[src/rtl/btle_tx_bit_scheduler.sv]
// BLE TX bit scheduler: fetches packet bytes from a synchronous-read byte
// buffer and serializes them LSB-first at one bit per CLK_PER_BIT clocks.
// Drives phy_bit/bit_valid/bit_valid_last into the bit-repeat upsampler and
// provides busy/done signalling for the TX chain.
module btle_tx_bit_scheduler #(
  parameter int CLK_PER_BIT = 16,
  parameter int LEN_WIDTH   = 9,
  parameter int ADDR_WIDTH  = 9
) (
  input  logic                  clk,
  input  logic                  rst,
  input  logic                  start,
  input  logic [LEN_WIDTH-1:0]  pkt_len_byte,
  output logic [ADDR_WIDTH-1:0] buf_addr,
  input  logic [7:0]            buf_data,
  output logic                  phy_bit,
  output logic                  bit_valid,
  output logic                  bit_valid_last,
  output logic                  busy,
  output logic                  done
);

  localparam int CNT_W = (CLK_PER_BIT > 1) ? $clog2(CLK_PER_BIT) : 1;
  localparam logic [CNT_W-1:0] CNT_MAX = CNT_W'(CLK_PER_BIT - 1);

  typedef enum logic [2:0] {
    IDLE   = 3'd0,
    FETCH0 = 3'd1,
    LOAD0  = 3'd2,
    RUN    = 3'd3,
    DONE   = 3'd4
  } state_t;

  state_t               state;
  logic [CNT_W-1:0]     period_cnt;
  logic [2:0]           bit_idx;      // index of the bit currently on phy_bit
  logic [LEN_WIDTH-1:0] byte_cnt;     // index of the byte currently being sent
  logic [LEN_WIDTH-1:0] last_byte;    // latched N-1
  logic [7:0]           shift_reg;    // remaining bits of the current byte
  logic [7:0]           next_byte;    // prefetched following byte
  logic                 fetch_d1;     // buf_addr was just advanced
  logic                 fetch_d2;     // buf_data now holds the prefetched byte

  logic period_end;
  logic emit_last;
  logic prefetch_now;

  // Decode of the per-cycle scheduling conditions
  always_comb begin
    period_end   = (period_cnt == CNT_MAX);
    emit_last    = (bit_idx == 3'd6) && (byte_cnt == last_byte);
    prefetch_now = bit_valid && (bit_idx == 3'd7) && (byte_cnt != last_byte);
  end

  // Packet FSM, bit timing, prefetch pipeline and registered outputs
  always_ff @(posedge clk) begin
    if (rst) begin
      state          <= IDLE;
      period_cnt     <= '0;
      bit_idx        <= '0;
      byte_cnt       <= '0;
      last_byte      <= '0;
      shift_reg      <= '0;
      next_byte      <= '0;
      fetch_d1       <= 1'b0;
      fetch_d2       <= 1'b0;
      buf_addr       <= '0;
      phy_bit        <= 1'b0;
      bit_valid      <= 1'b0;
      bit_valid_last <= 1'b0;
      busy           <= 1'b0;
      done           <= 1'b0;
    end else begin
      bit_valid      <= 1'b0;
      bit_valid_last <= 1'b0;
      done           <= 1'b0;
      fetch_d1       <= 1'b0;
      fetch_d2       <= fetch_d1;
      if (fetch_d2) begin
        next_byte <= buf_data;
      end

      unique case (state)
        IDLE: begin
          if (start) begin
            if (pkt_len_byte != '0) begin
              state      <= FETCH0;
              busy       <= 1'b1;
              buf_addr   <= '0;
              last_byte  <= pkt_len_byte - LEN_WIDTH'(1);
              byte_cnt   <= '0;
              bit_idx    <= '0;
              period_cnt <= '0;
            end else begin
              done <= 1'b1;
            end
          end
        end

        FETCH0: begin
          state <= LOAD0;
        end

        // Byte 0 arrives straight from the buffer, bypassing next_byte,
        // so the first bit goes out without waiting for the prefetch path.
        LOAD0: begin
          state      <= RUN;
          phy_bit    <= buf_data[0];
          shift_reg  <= {1'b0, buf_data[7:1]};
          bit_valid  <= 1'b1;
          bit_idx    <= '0;
          byte_cnt   <= '0;
          period_cnt <= '0;
        end

        RUN: begin
          if (bit_valid_last) begin
            state <= DONE;
            busy  <= 1'b0;
            done  <= 1'b1;
          end else begin
            if (prefetch_now) begin
              buf_addr <= buf_addr + ADDR_WIDTH'(1);
              fetch_d1 <= 1'b1;
            end
            if (period_end) begin
              period_cnt     <= '0;
              bit_valid      <= 1'b1;
              bit_valid_last <= emit_last;
              bit_idx        <= bit_idx + 3'd1;
              if (bit_idx == 3'd7) begin
                phy_bit   <= next_byte[0];
                shift_reg <= {1'b0, next_byte[7:1]};
                byte_cnt  <= byte_cnt + LEN_WIDTH'(1);
              end else begin
                phy_bit   <= shift_reg[0];
                shift_reg <= {1'b0, shift_reg[7:1]};
              end
            end else begin
              period_cnt <= period_cnt + CNT_W'(1);
            end
          end
        end

        DONE: begin
          state <= IDLE;
        end

        default: begin
          state <= IDLE;
          busy  <= 1'b0;
        end
      endcase
    end
  end

endmodule

[config.mk]
export PLATFORM = sky130hd
export DESIGN_NAME = btle_tx_bit_scheduler
export DESIGN_NICKNAME = d
export VERILOG_FILES = /design/src/rtl/btle_tx_bit_scheduler.sv
export SDC_FILE = /design/constraint.sdc
export NUM_CORES = 1
export LEC_CHECK = 0
export BUFFER_PORTS_ARGS = -buffer_cell sky130_fd_sc_hd__buf_4
export CORE_MARGIN = 2
export CORE_UTILIZATION = 52
export CTS_BUF_LIST = sky130_fd_sc_hd__clkbuf_16
export CTS_CLUSTER_SIZE = 30
export DETAILED_ROUTE_END_ITERATION = 10
export HOLD_SLACK_MARGIN = 0.08
export PLACE_DENSITY_LB_ADDON = 0.08
export SLEW_MARGIN = 25
export SYNTH_ARGS = -nofsm -noshare
export SYNTH_HDL_FRONTEND = slang
export SYNTH_SLANG_ARGS = --single-unit
[constraint.sdc]
create_clock -name clk -period 1.9 [get_ports clk]
set_input_delay 0.285 -clock clk [delete_from_list [all_inputs] [get_ports clk]]
set_output_delay 0.285 -clock clk [all_outputs]
set_load 0.01 [all_outputs]
Word-level counts from Yosys, hierarchy flattened
Cells that the tools add are included.
Storage, ports and cells
  output and inout port bits: 14
  bits in registers: 60
  input port bits: 20
Cells by class
  muxes and demuxes: 43
  add/sub/neg operators: 5
  bitwise logic cells: 3
  equality and inequality tests: 16
  reduce and logical (&&, ||, !) cells: 19
Operator list (number)
  2-to-1 mux 9 bit: 7
  one-hot mux 9 bit (3 select lines): 1
  2-to-1 mux 3 bit: 7
  adder 9 x 1 -> 9 bit (second input constant): 2
  one-hot mux 9 bit (2 select lines): 1
  2-to-1 mux 4 bit: 4
  2-to-1 mux 8 bit: 2
  one-hot mux 8 bit (2 select lines): 1
  != test 2 bit (second input constant): 7
  2-to-1 mux 1 bit: 12
  one-hot mux 3 bit (4 select lines): 1
  one-hot mux 4 bit (3 select lines): 1
  AND reduction 5 bit: 2
  equality test 3 bit (second input constant): 3
  equality test 9 bit: 1
  != test 9 bit: 1
  one-hot mux 3 bit (3 select lines): 1
  AND reduction 3 bit: 3
  nonzero test 9 bit: 1
  subtractor 9 x 1 -> 9 bit (second input constant): 1
  AND reduction 4 bit: 2
  2-to-1 mux 7 bit: 1
  equality test 3 x 2 -> 1 bit (second input constant): 2
  one-hot mux 1 bit (2 select lines): 3
  other kinds (13): 19

Logic depth before layout (Yosys ltp)
  word-level depth: 6
  mapped depth: 9
  gate-level depth less buffers: 7

Least setup slack after synthesis
Ideal clock, no wire load.
  path type: reg2reg
  start: reg bit_idx[1]
  end: reg byte_cnt[7]
  setup slack: 0.046 ns
  buffers on the path: 1
  data arrival time: 1.782 ns
  stages on the path, launching flop included: 7
  data required time: 1.828 ns
  library setup time: 0.072 ns
  period minus slack after synthesis: 1.854 ns
  cells stage by stage: dfxtp_1 > ha_1 > ha_1 > clkbuf_1 > nand2_1 > a211oi_1 > mux2i_1
Between the ends
  longest elaborated chain between the ends: 3
Ends and longest elaborated chain
  start, declared: RTL line 36  | logic [2:0] bit_idx;
  start signal, assigned: RTL line 130  | bit_idx <= bit_idx + 3'd1;
  equality test 3 bit: RTL line 131  | if (bit_idx == 3'd7) begin
  != test 2 bit (no line)
  AND reduction 6 bit (no line)
  end signal, assigned: RTL line 134  | byte_cnt <= byte_cnt + LEN_WIDTH'(1);
  end, declared: RTL line 37  | logic [LEN_WIDTH-1:0] byte_cnt;
Every way passes these cells.
A chain may end at the register's enable or synchronous reset.

Final worst setup path
  start: reg state[2]
  end: reg buf_addr[8]
Between the ends
  longest elaborated chain between the ends: 3
  elaborated cells between the ends (all ways): 9
Ends and longest elaborated chain
  start, declared: RTL line 34  | state_t state;
  start signal, assigned: RTL line 58  | state <= IDLE;
  start signal, assigned: RTL line 87  | state <= FETCH0;
  start signal, assigned: RTL line 101  | state <= LOAD0;
  equality test 3 x 2 -> 1 bit or zero test 3 bit (tied branches): RTL line 83  | unique case (state)
  != test 2 bit (no line) or nonzero test 2 bit (tied branches)
  AND reduction 5 bit (no line)
  end signal, assigned: RTL line 123  | buf_addr <= buf_addr + ADDR_WIDTH'(1);
  end, declared: RTL line 14  | output logic [ADDR_WIDTH-1:0] buf_addr,
Several ways; a longest one is shown, not always the timed one.

==> run_results.csv <==
group,metric,value,unit
routing,drt_first_pass_iters,4,
final_layout,fillers,464,
logic_synthesis,synthMuxAreaShare,7.03,%
floorplanning,start_util,54.0,%
logic_synthesis,async_flop_share,0,%
timing,rsz0062_at_grt,"false",
timing,fin_crit,1.79,ns
logic_synthesis,synth-seq-cells,59,
routing,detail_route.wl_per_cell,14.0,µm
logic_synthesis,synth_area_leaders,"dfxtp_1 39%, mux2i_1 7.0%, nor2_1 6.7%",
setup_path,cp.arrival,2.02,ns
clock_tree,cts_resized,0,
logic_synthesis,syn-num-nets,373,
setup_path,worstPathCellList,"and4bb_1 -> and3_1 -> o31a_1 -> a41oi_1 -> a311oi_1",
global_route,gr-total-overflow,0,
floorplanning,core-area,0.00554,mm²
timing,hold_violations,0,
timing,worst_pin_slew,0.594,ns
final_layout,seqCellArea,0.00118,mm²
logic_synthesis,yosysUniqueCellTypes,49,
routing,wirelength,6530,µm
power_and_ir_drop,p_leak,1.36,nW
place,gp_congestion,0.802,
final_layout,largestRegisters,"buf_addr (9), byte_cnt (9), last_byte (9)",
logic_synthesis,synth_ff_type,"dfxtp_1",
timing,fin_crit_sh,94.2,%
final_layout,final_common_cell,"dfxtp_1",
floorplanning,io_pins,34,
logic_synthesis,synth_top_area_share,39.5,%
setup_path,path_delay_family,"compound AO/OA/AOI/OAI gates",
timing,setup_viol,0,
clock_tree,post_cts_buffers,0,
setup_path,rrSetupSlack,0.11,ns
power_and_ir_drop,ir_drop,0.000628,V
setup_path,worstSetupPathType,"reg2reg",
routing,vias_per_cell,5.58,
logic_synthesis,synthXorXnorAreaFrac,4.98,%
place,io_buffers,33,
setup_path,cp-start-kind,"register",
floorplanning,die_x,79.8,µm
clock_tree,clk_path_buf_depth,2,
logic_synthesis,synth_edf_count,0,
logic_synthesis,synth_fa_ha_area_share,3.35,%
min_path,min_path_type,"in2reg",
floorplanning,die_h,79.8,µm
clock_tree,postCtsHoldBufs,0,
routing,num_vias,2599,
timing,slew_viol_final,0,
setup_path,crit_fanout,6,
global_route,grt_first_pass_wirelength,11000,µm
clock_tree,ctsHtreeMaxLevel,3,
place,place_hpwl,4520,µm
logic_synthesis,ys_seq_area_share,39.5,%
final_layout,mostFrequentLayoutCells,"59 x dfxtp_1, 53 x nor2_1, 50 x buf_4, 23 x a21oi_1",
logic_synthesis,synth.largest_area_cell,"dfxtp_1",
timing,skew,0.00436,ns
clock_tree,ctsRootBufferMaster,"clkbuf_16",
routing,drt_iter0_drc,69,
routing,antenna_left,0,
floorplanning,placementRows,27,
logic_synthesis,syn_area,0.00299,mm²
place,post_dp_cell_area,0.00343,mm²
routing,drc,0,
final_layout,instances_no_fill,466,
clock_tree,clk_latency,0.33,ns
setup_path,critPathMaxStageDelay,0.35,ns
global_route,grt_max_degree,63,
timing,max_freq,559,MHz
clock_tree,numCtsBuffers,9,
final_layout,final_nets,417,
logic_synthesis,synth_top_family_by_area,"simple AND/OR/NAND/NOR gates",
setup_path,crit_slowest_cell,"dfxtp_1",
final_layout,drive_above_1_share,19.5,%
floorplanning,die_area,0.00637,mm²
clock_tree,tritoncts,"done",
run,maxCapViolCount,0,
global_route,antenna_found_initial,0,
logic_synthesis,synth_warnings,0,
final_layout,design_area,0.00373,mm²
global_route,grt_pass1_vias,2457,
setup_path,path_buf_inv,0,
power_and_ir_drop,powerDensity,867,mW/mm²
setup_path,cp-end-kind,"register",
logic_synthesis,synth.avg_cell_area,8.67,µm²
final_layout,num_antenna_cells,0,
logic_synthesis,synth-simple-area-share,23.0,%
outcome,status,"completed",
global_route,grtUsageTotal,22.2,%
final_layout,multiInputGateArea,0.00172,mm²
logic_synthesis,synth_compound_area_share,18.7,%
clock_tree,cts.sinks,59,
clock_tree,path_clk_slew,0.05,ns
logic_synthesis,syn_inst,345,
setup_path,cp.required,2.13,ns
timing,setup_tns,0,ns
final_layout,area_delta_synth_final,24.8,%
place,dp_cells,450,
timing,relSlewSlack,60.4,%
[layout make-up]
| cell class | count | share of cell area (%) |
|---|---|---|
| clock buffers | 9 | 6.03 |
| clock inverters | 7 | 1.58 |
| inverters | 6 | 0.603 |
| multi-input cells | 260 | 46.1 |
| flip-flops and latches | 59 | 31.6 |
| well taps | 72 | 2.41 |
| repair buffers | 53 | 11.7 |
[worst reg2reg max path: stages, from the launching register on]
cell	delay (ns)
dfxtp_1	0.35
and4bb_1	0.35
and3_1	0.24
o31a_1	0.32
a41oi_1	0.16
a311oi_1	0.27
[per-layer routing]
layer  GRT usage [%]  vias to the layer above  wire length [µm]
met4            8.31                        0                91
met2            36.8                       25              3200
met3            6.11                       10               176
met1            27.6                     1225              3060
met5               0                        -                 0
li1                -                     1339                 -
[worst paths after layout]
| path | from | cells past startpoint | end |
|---|---|---|---|
| worst max register to register | state[2] | 5 | buf_addr[8] |
| worst min-delay path | buf_data[4] | 3 | next_byte[4] |
| worst max-delay path | state[2] | 5 | buf_addr[8] |
| worst min register to register | fetch_d1 | 1 | fetch_d2 |
[cell families (layout without fill, tap and decap cells)]
family | count (synthesis) | count (layout)
compound gates | 84 | 84
fa+ha+maj | 8 | 8
mux | 21 | 21
flops | 59 | 59
buf+inv | 26 | 75
xor+xnor | 17 | 17
simple gates | 130 | 130
[Yosys cell counts, drive strengths merged, types with 2 or more instances]
cell type / instances
nand2: 20
xnor2: 13
nor3: 2
dfxtp: 59
a21boi: 2
nand3: 16
mux2i: 21
a21o: 2
inv: 6
nand2b: 2
and3: 2
o21ai: 12
nor4: 4
and2: 2
xor2: 4
nand4: 2
o21a: 2
nor2: 53
a311oi: 3
a21oi: 24
a211oi: 22
o211ai: 2
nand3b: 8
o31a: 3
clkbuf: 15
or3: 5
or3b: 6
a41oi: 2
ha: 8
nor2b: 2
buf: 5
a31oi: 4
[per-stage QoR]
stage | utilization, % | worst slack, ns | hold WS (ns) | power [mW]
6_report | 67.4 | 0.111 | 0.208 | 3.23
5_1_grt | 67.4 | 0.0107 | 0.223 | 3.37
4_1_cts | 67.1 | 0.0341 | 0.203 | 3.27
3_5_place_dp | 62.0 | -0.0237 | 0.430 | 1.72
3_3_place_gp | 62.0 | 0.0666 | 0.434 | 1.71
2_1_floorplan | - | 0.0459 | 0.381 | 1.56
[power by group]
group          total, mW  internal, mW  leakage (nW)  switching [mW]
Combinational      0.386         0.178         0.736           0.208
Sequential          1.31          1.28         0.479          0.0296
Clock               1.54         0.995         0.146           0.542
No activity file was read; power rests on OpenSTA's default activity.
